### src/rtl/mult_hilo_unit_if.sv
// Signal bundle between EX-stage control, the HI/LO unit and the multiplier array.
// The slave side is the HI/LO unit; the master side is whoever drives requests and the array.
interface mult_hilo_unit_if;
  logic        start;
  logic        is_signed;
  logic [31:0] op_a;
  logic [31:0] op_b;
  logic        wr_hi;
  logic        wr_lo;
  logic [31:0] wr_data;
  logic [31:0] mul_a;
  logic [31:0] mul_b;
  logic [63:0] mul_z;
  logic        busy;
  logic        done;
  logic [31:0] hi;
  logic [31:0] lo;

  modport master (
    output start, is_signed, op_a, op_b, wr_hi, wr_lo, wr_data, mul_z,
    input  mul_a, mul_b, busy, done, hi, lo
  );

  modport slave (
    input  start, is_signed, op_a, op_b, wr_hi, wr_lo, wr_data, mul_z,
    output mul_a, mul_b, busy, done, hi, lo
  );
endinterface

### src/rtl/mult_hilo_unit.sv
// MULT/MULTU control and HI/LO writeback around a pipelined 32x32 unsigned multiplier array.
// The array only sees magnitudes; the sign is reapplied to the 64-bit product at writeback.
module mult_hilo_unit #(
  parameter int unsigned MUL_LAT = 1  // array latency in cycles, 1..15
) (
  input  logic            clk,
  input  logic            reset,
  mult_hilo_unit_if.slave bus
);
  typedef enum logic {StIdle, StWait} state_e;

  localparam logic [3:0] LastCnt = 4'(MUL_LAT);

  state_e      state_q;
  logic [3:0]  cnt_q;
  logic        neg_q;
  logic        busy_q;
  logic        done_q;
  logic [31:0] mul_a_q;
  logic [31:0] mul_b_q;
  logic [31:0] hi_q;
  logic [31:0] lo_q;

  logic [31:0] mag_a;
  logic [31:0] mag_b;
  logic        neg_d;
  logic [63:0] result;

  // -0x80000000 wraps back to 0x80000000, which is the correct unsigned magnitude.
  always_comb begin
    mag_a  = (bus.is_signed && bus.op_a[31]) ? (~bus.op_a + 32'd1) : bus.op_a;
    mag_b  = (bus.is_signed && bus.op_b[31]) ? (~bus.op_b + 32'd1) : bus.op_b;
    neg_d  = bus.is_signed & (bus.op_a[31] ^ bus.op_b[31]);
    result = neg_q ? (~bus.mul_z + 64'd1) : bus.mul_z;
  end

  always_ff @(posedge clk or posedge reset) begin
    if (reset) begin
      state_q <= StIdle;
      cnt_q   <= 4'd0;
      neg_q   <= 1'b0;
      busy_q  <= 1'b0;
      done_q  <= 1'b0;
      mul_a_q <= 32'd0;
      mul_b_q <= 32'd0;
      hi_q    <= 32'd0;
      lo_q    <= 32'd0;
    end else begin
      done_q <= 1'b0;
      unique case (state_q)
        StIdle: begin
          // A same-edge start still lets the direct write land; the product overwrites it later.
          if (bus.wr_hi) hi_q <= bus.wr_data;
          if (bus.wr_lo) lo_q <= bus.wr_data;
          if (bus.start) begin
            mul_a_q <= mag_a;
            mul_b_q <= mag_b;
            neg_q   <= neg_d;
            cnt_q   <= 4'd0;
            busy_q  <= 1'b1;
            state_q <= StWait;
          end
        end
        StWait: begin
          if (cnt_q == LastCnt) begin
            {hi_q, lo_q} <= result;
            done_q       <= 1'b1;
            busy_q       <= 1'b0;
            state_q      <= StIdle;
          end else begin
            cnt_q <= cnt_q + 4'd1;
          end
        end
      endcase
    end
  end

  assign bus.mul_a = mul_a_q;
  assign bus.mul_b = mul_b_q;
  assign bus.busy  = busy_q;
  assign bus.done  = done_q;
  assign bus.hi    = hi_q;
  assign bus.lo    = lo_q;
endmodule

### src/flat_wrapper.sv
// flat-port wrapper written by rule: the top's interface ports become plain ports
module mult_hilo_unit_flat 
#(
  parameter int unsigned MUL_LAT = 1                                   
)
  (clk, reset, bus_start, bus_is_signed, bus_op_a, bus_op_b, bus_wr_hi, bus_wr_lo, bus_wr_data, bus_mul_z, bus_mul_a, bus_mul_b, bus_busy, bus_done, bus_hi, bus_lo);
  mult_hilo_unit_if bus_i ();
  input  logic clk;
  input  logic reset;
  input wire logic [$bits(bus_i.start)-1:0] bus_start;
  input wire logic [$bits(bus_i.is_signed)-1:0] bus_is_signed;
  input wire logic [$bits(bus_i.op_a)-1:0] bus_op_a;
  input wire logic [$bits(bus_i.op_b)-1:0] bus_op_b;
  input wire logic [$bits(bus_i.wr_hi)-1:0] bus_wr_hi;
  input wire logic [$bits(bus_i.wr_lo)-1:0] bus_wr_lo;
  input wire logic [$bits(bus_i.wr_data)-1:0] bus_wr_data;
  input wire logic [$bits(bus_i.mul_z)-1:0] bus_mul_z;
  output wire logic [$bits(bus_i.mul_a)-1:0] bus_mul_a;
  output wire logic [$bits(bus_i.mul_b)-1:0] bus_mul_b;
  output wire logic [$bits(bus_i.busy)-1:0] bus_busy;
  output wire logic [$bits(bus_i.done)-1:0] bus_done;
  output wire logic [$bits(bus_i.hi)-1:0] bus_hi;
  output wire logic [$bits(bus_i.lo)-1:0] bus_lo;
  assign bus_i.start = bus_start;
  assign bus_i.is_signed = bus_is_signed;
  assign bus_i.op_a = bus_op_a;
  assign bus_i.op_b = bus_op_b;
  assign bus_i.wr_hi = bus_wr_hi;
  assign bus_i.wr_lo = bus_wr_lo;
  assign bus_i.wr_data = bus_wr_data;
  assign bus_i.mul_z = bus_mul_z;
  assign bus_mul_a = bus_i.mul_a;
  assign bus_mul_b = bus_i.mul_b;
  assign bus_busy = bus_i.busy;
  assign bus_done = bus_i.done;
  assign bus_hi = bus_i.hi;
  assign bus_lo = bus_i.lo;
  mult_hilo_unit #(.MUL_LAT(MUL_LAT)) u_core (.clk(clk), .reset(reset), .bus(bus_i));
endmodule
### config.mk
export PLATFORM = sky130hd
export DESIGN_NAME = mult_hilo_unit_flat
export DESIGN_NICKNAME = d
export VERILOG_FILES = /design/src/rtl/mult_hilo_unit_if.sv /design/src/rtl/mult_hilo_unit.sv /design/src/flat_wrapper.sv
export SDC_FILE = /design/constraint.sdc
export NUM_CORES = 1
export LEC_CHECK = 0
export ABC_AREA = 1
export CAP_MARGIN = 15
export CORE_UTILIZATION = 48
export DETAILED_ROUTE_END_ITERATION = 12
export PLACE_DENSITY = 0.87
export SLEW_MARGIN = 20
export SYNTH_ARGS = -nofsm -noshare
export SYNTH_HDL_FRONTEND = slang
export SYNTH_SLANG_ARGS = --single-unit
### constraint.sdc
create_clock -name clk -period 4.55 [get_ports clk]
set_clock_uncertainty 0.1 [all_clocks]
set_input_delay 0.455 -clock clk [delete_from_list [all_inputs] [get_ports clk]]
set_output_delay 0.455 -clock clk [all_outputs]
set_load 0.1 [all_outputs]
# == Word level (Yosys, flattened, before mapping) ==
# Index checks and enable logic that the tools add are counted.
# word_totals
reg_bits,136
output_inout_bits,130
# classes
addsub,4
eq_ne,6
n_mux,20
bitwise,6
reduce_logical,7
# op_table
op,count
$mux W32,6
$pmux W32 S2,2
$add A32 B1 Y32 const B,2
$add A64 B1 Y64 const B,1
$mux W64,1
$not A32 Y32,2
$not A64 Y64,1
$ne A2 B2 Y1 const B,5
$reduce_and A2 Y1,5
$mux W4,2
$pmux W4 S2,1
$mux W1,6
$add A4 B1 Y4 const B,1
$eq A4 B1 Y1 const B,1
$pmux W1 S2,2
$logic_and A1 B1 Y1,2
$and A1 B1 Y1,1
$not A1 Y1,1
$xor A1 B1 Y1,1

# == Logic depth before layout (Yosys ltp) ==
# depth
ltp_word,5
depth_mapped,11
mapped_depth_nobuf,11

# == Worst setup path after synthesis ==
# Ideal clock, no wire load.
# synth_timing
path_kind,in2reg
from,in bus_op_a[0]
to,"reg u_core.mul_a_q[16], in the netlist u_core.bus.mul_a[16]"
arrival_time_ns,1.533
t_required_ns,4.317
path_slack_ns,2.784
stages,9
n_path_buf,0
cell_sequence,inv_1 > ha_1 > nand3_2 > nor2_4 > nand2_1 > or2_1 > nand2_2 > xor2_1 > o21ai_0
# synth_via
elab_chain_cells,3
# synth_lines
item,line_no,text
"start, declared",flat_wrapper.sv:12,input wire logic [$bits(bus_i.op_a)-1:0] bus_op_a;
$not A32 Y32,mult_hilo_unit.sv:31,mag_a = (bus.is_signed && bus.op_a[31]) ? (~bus.op_a + 32'd1) : bus.op_a;
$add A32 B1 Y32,mult_hilo_unit.sv:31,
$mux W32,mult_hilo_unit.sv:31,
"end signal, assigned",mult_hilo_unit.sv:56,mul_a_q <= mag_a;
"end, declared",mult_hilo_unit.sv:19,logic [31:0] mul_a_q;
# Every way passes these cells.
# A chain may end at the register's enable or synchronous reset.

# == Worst setup path after layout ==
# layout_timing
from,reg u_core.state_q
to,"reg u_core.lo_q[13], in the netlist u_core.bus.lo[13]"
# layout_via
elab_chain_cells,3
word_cells_on_any_way,5
# layout_lines
item,line_no,text
"start, declared",mult_hilo_unit.sv:14,state_e state_q;
"start signal, assigned",mult_hilo_unit.sv:39,state_q <= StIdle;
"start signal, assigned",mult_hilo_unit.sv:61,state_q <= StWait;
"start signal, assigned",mult_hilo_unit.sv:69,state_q <= StIdle;
$not A1 Y1 (no source line),n/a,
$ne A2 B2 Y1 (no source line),n/a,
$reduce_and A2 Y1 (no source line),n/a,
"end signal, assigned",mult_hilo_unit.sv:54,if (bus.wr_lo) lo_q <= bus.wr_data;
"end signal, assigned",mult_hilo_unit.sv:66,"{hi_q, lo_q} <= result;"
"end, declared",mult_hilo_unit.sv:22,logic [31:0] lo_q;
# Parallel ways exist; a longest one is shown, timed or not.

==> results by group <==
Worst setup path
  • Classification of the worst setup path: reg2reg
  • Setup crit start kind: flop
  • CP required: 4.75 ns
  • Critical Path AT: 3.64 ns
  • Critical Path Fanout Max: 41
  • Worst setup EP type: flop

Timing
  • Final Hold Viols: 0
  • Fin. max-slew vios: 0
  • Setup total negative slack: 0 ns
  • Final setup viols: 0
  • Unrepaired setup endpoints after global routing: no
  • WHS: 0.384 ns
  • Measured slew at the worst slew-check pin: 1.07 ns
  • Worst rel slew slack: 28.7%
  • Fin crit period: 3.44 ns
  • Final Cycle Share: 75.6%
  • FMAX: 291 MHz

Synthesis
  • Async set or reset register ratio after synthesis: 100%
  • Most used DFF post-synth: dfrtp_1
  • Top cell type by total area after synthesis: dfrtp_1
  • Synth cell count leaders: nand2_1, nor2_1, nand3_1
  • Synth top area cells: dfrtp_1, nand2_1, nor2_1, nand3_1, a21oi_1
  • Synthesized flop and latch total: 136
  • Top-area cell type share of the netlist area: 35.3%
  • Yosys warnings: 0
  • Avg Inst Size Synth: 6.59 um^2
  • Mapped Nets: 1634
  • Largest family of logic cells by synthesized area: simple AND/OR/NAND/NOR gates
  • Compound-gate portion of the synthesized area: 14.1%
  • Number of flops mapped to enable cells by yosys: 0
  • Synth cell types: 41
  • Mapped cell area: 9640 um^2
  • Post-synthesis mux area share: 0%
  • Xor/xnor share of the synthesized area: 3.63%
  • Sequential element share of the synthesized area: 35.3%
  • Synth Area in Adders: 0.649%
  • Post-synthesis simple-gate area fraction: 38.0%
  • Cells after Synth: 1463
  • Top-count cell post-synth: nand2_1

GRT
  • Gr usage total: 34.0%
  • Largest net degree at the start of global routing: 107
  • Met1 GRT Util: 40.0%
  • GRT met3 Usage: 7.86%
  • First-pass GRT wire length: 53400 um
  • Busiest grt layer: met2
  • Number of global-route vias before repair: 10500
  • M2 GR Usage: 56.9%
  • Initial antenna violation count: 1
  • Grt ovf: 0

Clock tree
  • CTS clk-pin slew, worst paths: 0.06 ns
  • # hold bufs at CTS: 0
  • Cts repair resizes: 0
  • Clock sinks: 136
  • # H-tree levels: 4
  • Clk_lat worst skew: 0.43 ns
  • CTS tree: yes
  • CTS root buffer: clkbuf_16
  • Clock Path Buffers: 2
  • Postcts setup bufs: 0
  • Cts bufs inserted: 17

Cells and area
  • Finished Cell Area: 13300 um^2
  • Fillers: 1701
  • Nets: 1906
  • Post-layout util: 67.8%
  • P&R area growth vs syn: 37.8%
  • Layout cells sized above 1: 6.70%

Floorplan
  • Row count: 51
  • Die Y: 144 um
  • Full die area: 20700 um^2
  • Initial Util: 49.2%
  • Io pins: 296
  • Core Region: 19600 um^2
  • DIE WIDTH: 144 um

Placement
  • HPWL Detailed: 26500 um
  • Placed inst area: 12700 um^2
  • Port-buffer cells: 295
  • Routability Congestion: 0.995

Route
  • 1st-pass router iterations: 6
  • WL final: 34600 um
  • Routed Antenna Nets: 0
  • Via total after detailed routing: 11000
  • Vias per cell: 5.44
  • Drt wl/cell: 17.2 um
  • First DRT Iteration DRCs: 756
  • DRC viols: 0

Run
  • Max_cap viols: 0

Hold path
  • Hold WC Path Type: reg2reg

Status
  • Run status: complete, no violations
logic make-up (layout without fill, tap and decap cells):
logic type,after synthesis,after routing
fa+ha+maj,5,5
buf+inv,193,477
flops,136,136
xor+xnor,40,40
compound gates,240,240
simple gates,849,849
other cells,0,1
worst paths after layout:
kind,slack (ns),cells after the start,start,end
worst max-delay path,1.11,6,u_core.state_q,u_core.bus.lo[13]
worst min-delay path,0.38,2,u_core.bus.mul_a[21],u_core.bus.mul_a[21]
worst max register to register,1.11,6,u_core.state_q,u_core.bus.lo[13]
worst min register to register,0.38,2,u_core.bus.mul_a[21],u_core.bus.mul_a[21]
max in group asynchronous,2.99,3,reset,u_core.bus.hi[19]
min in group asynchronous,0.39,2,reset,u_core.bus.lo[7]
flip-flops by register name, summed over array words and instances (netlist names):
register          cells
u_core.neg_q          1
u_core.bus.mul_b     32
u_core.state_q        1
u_core.bus.mul_a     32
u_core.bus.lo        32
u_core.bus.busy       1
u_core.cnt_q          4
u_core.bus.hi        32
u_core.bus.done       1
cell usage in the layout, fill, tap and decap left out, drive strengths merged:
master,netlist,routed
nor3,14,14
ha,5,5
o211ai,2,2
nor2,255,255
dfrtp,136,136
clkinv,3,10
clkbuf,15,20
nand4,7,7
diode,0,1
bufinv,0,1
buf,35,8
or2,14,14
a21o,1,1
xor2,40,40
nand3b,16,16
o22ai,2,2
o21a,2,2
a31oi,7,7
nand2,393,393
nor3b,1,1
inv,140,140
o21ai,110,110
clkinvlp,0,3
o31ai,2,2
clkdlybuf4s50,0,295
a21oi,114,114
nand3,149,149
per-layer routing:
layer / part of all wire, % / vias to the layer above
met5: 0 / -
li1: - / 5241
met1: 39 / 5033
met2: 47 / 567
met3: 9.3 / 112
met4: 4.8 / 0
per-stage QoR:
stage	setup slack [ns]	instances
after floorplan	0.356	1463
after global placement	1.78	1981
after detailed placement	1.65	1981
after CTS	1.57	2012
after global routing	0.924	2012
final	1.11	2013
cell type report:
cell class / instances / area (um^2) / area share (%)
antenna: 1 / 2.50 / 0.0188
clock buffer: 20 / 457 / 3.44
clock inverter: 11 / 98.8 / 0.744
inverter: 143 / 542 / 4.08
multi-input combinational: 1134 / 5440 / 40.9
sequential: 136 / 3410 / 25.6
tap: 265 / 332 / 2.50
timing repair buffer: 303 / 3010 / 22.7
worst max-delay path, stage by stage, from the launching register on:
cell and delay, ns:
dfrtp_2 0.91, nand2_1 0.30, o21ai_2 0.12, buf_4 0.38
clkinv_1 0.94, nor2_1 0.40, a21oi_1 0.09
Power is not shown: default switching activity piles up to over one toggle a cycle in this logic, so the estimate is an artifact.
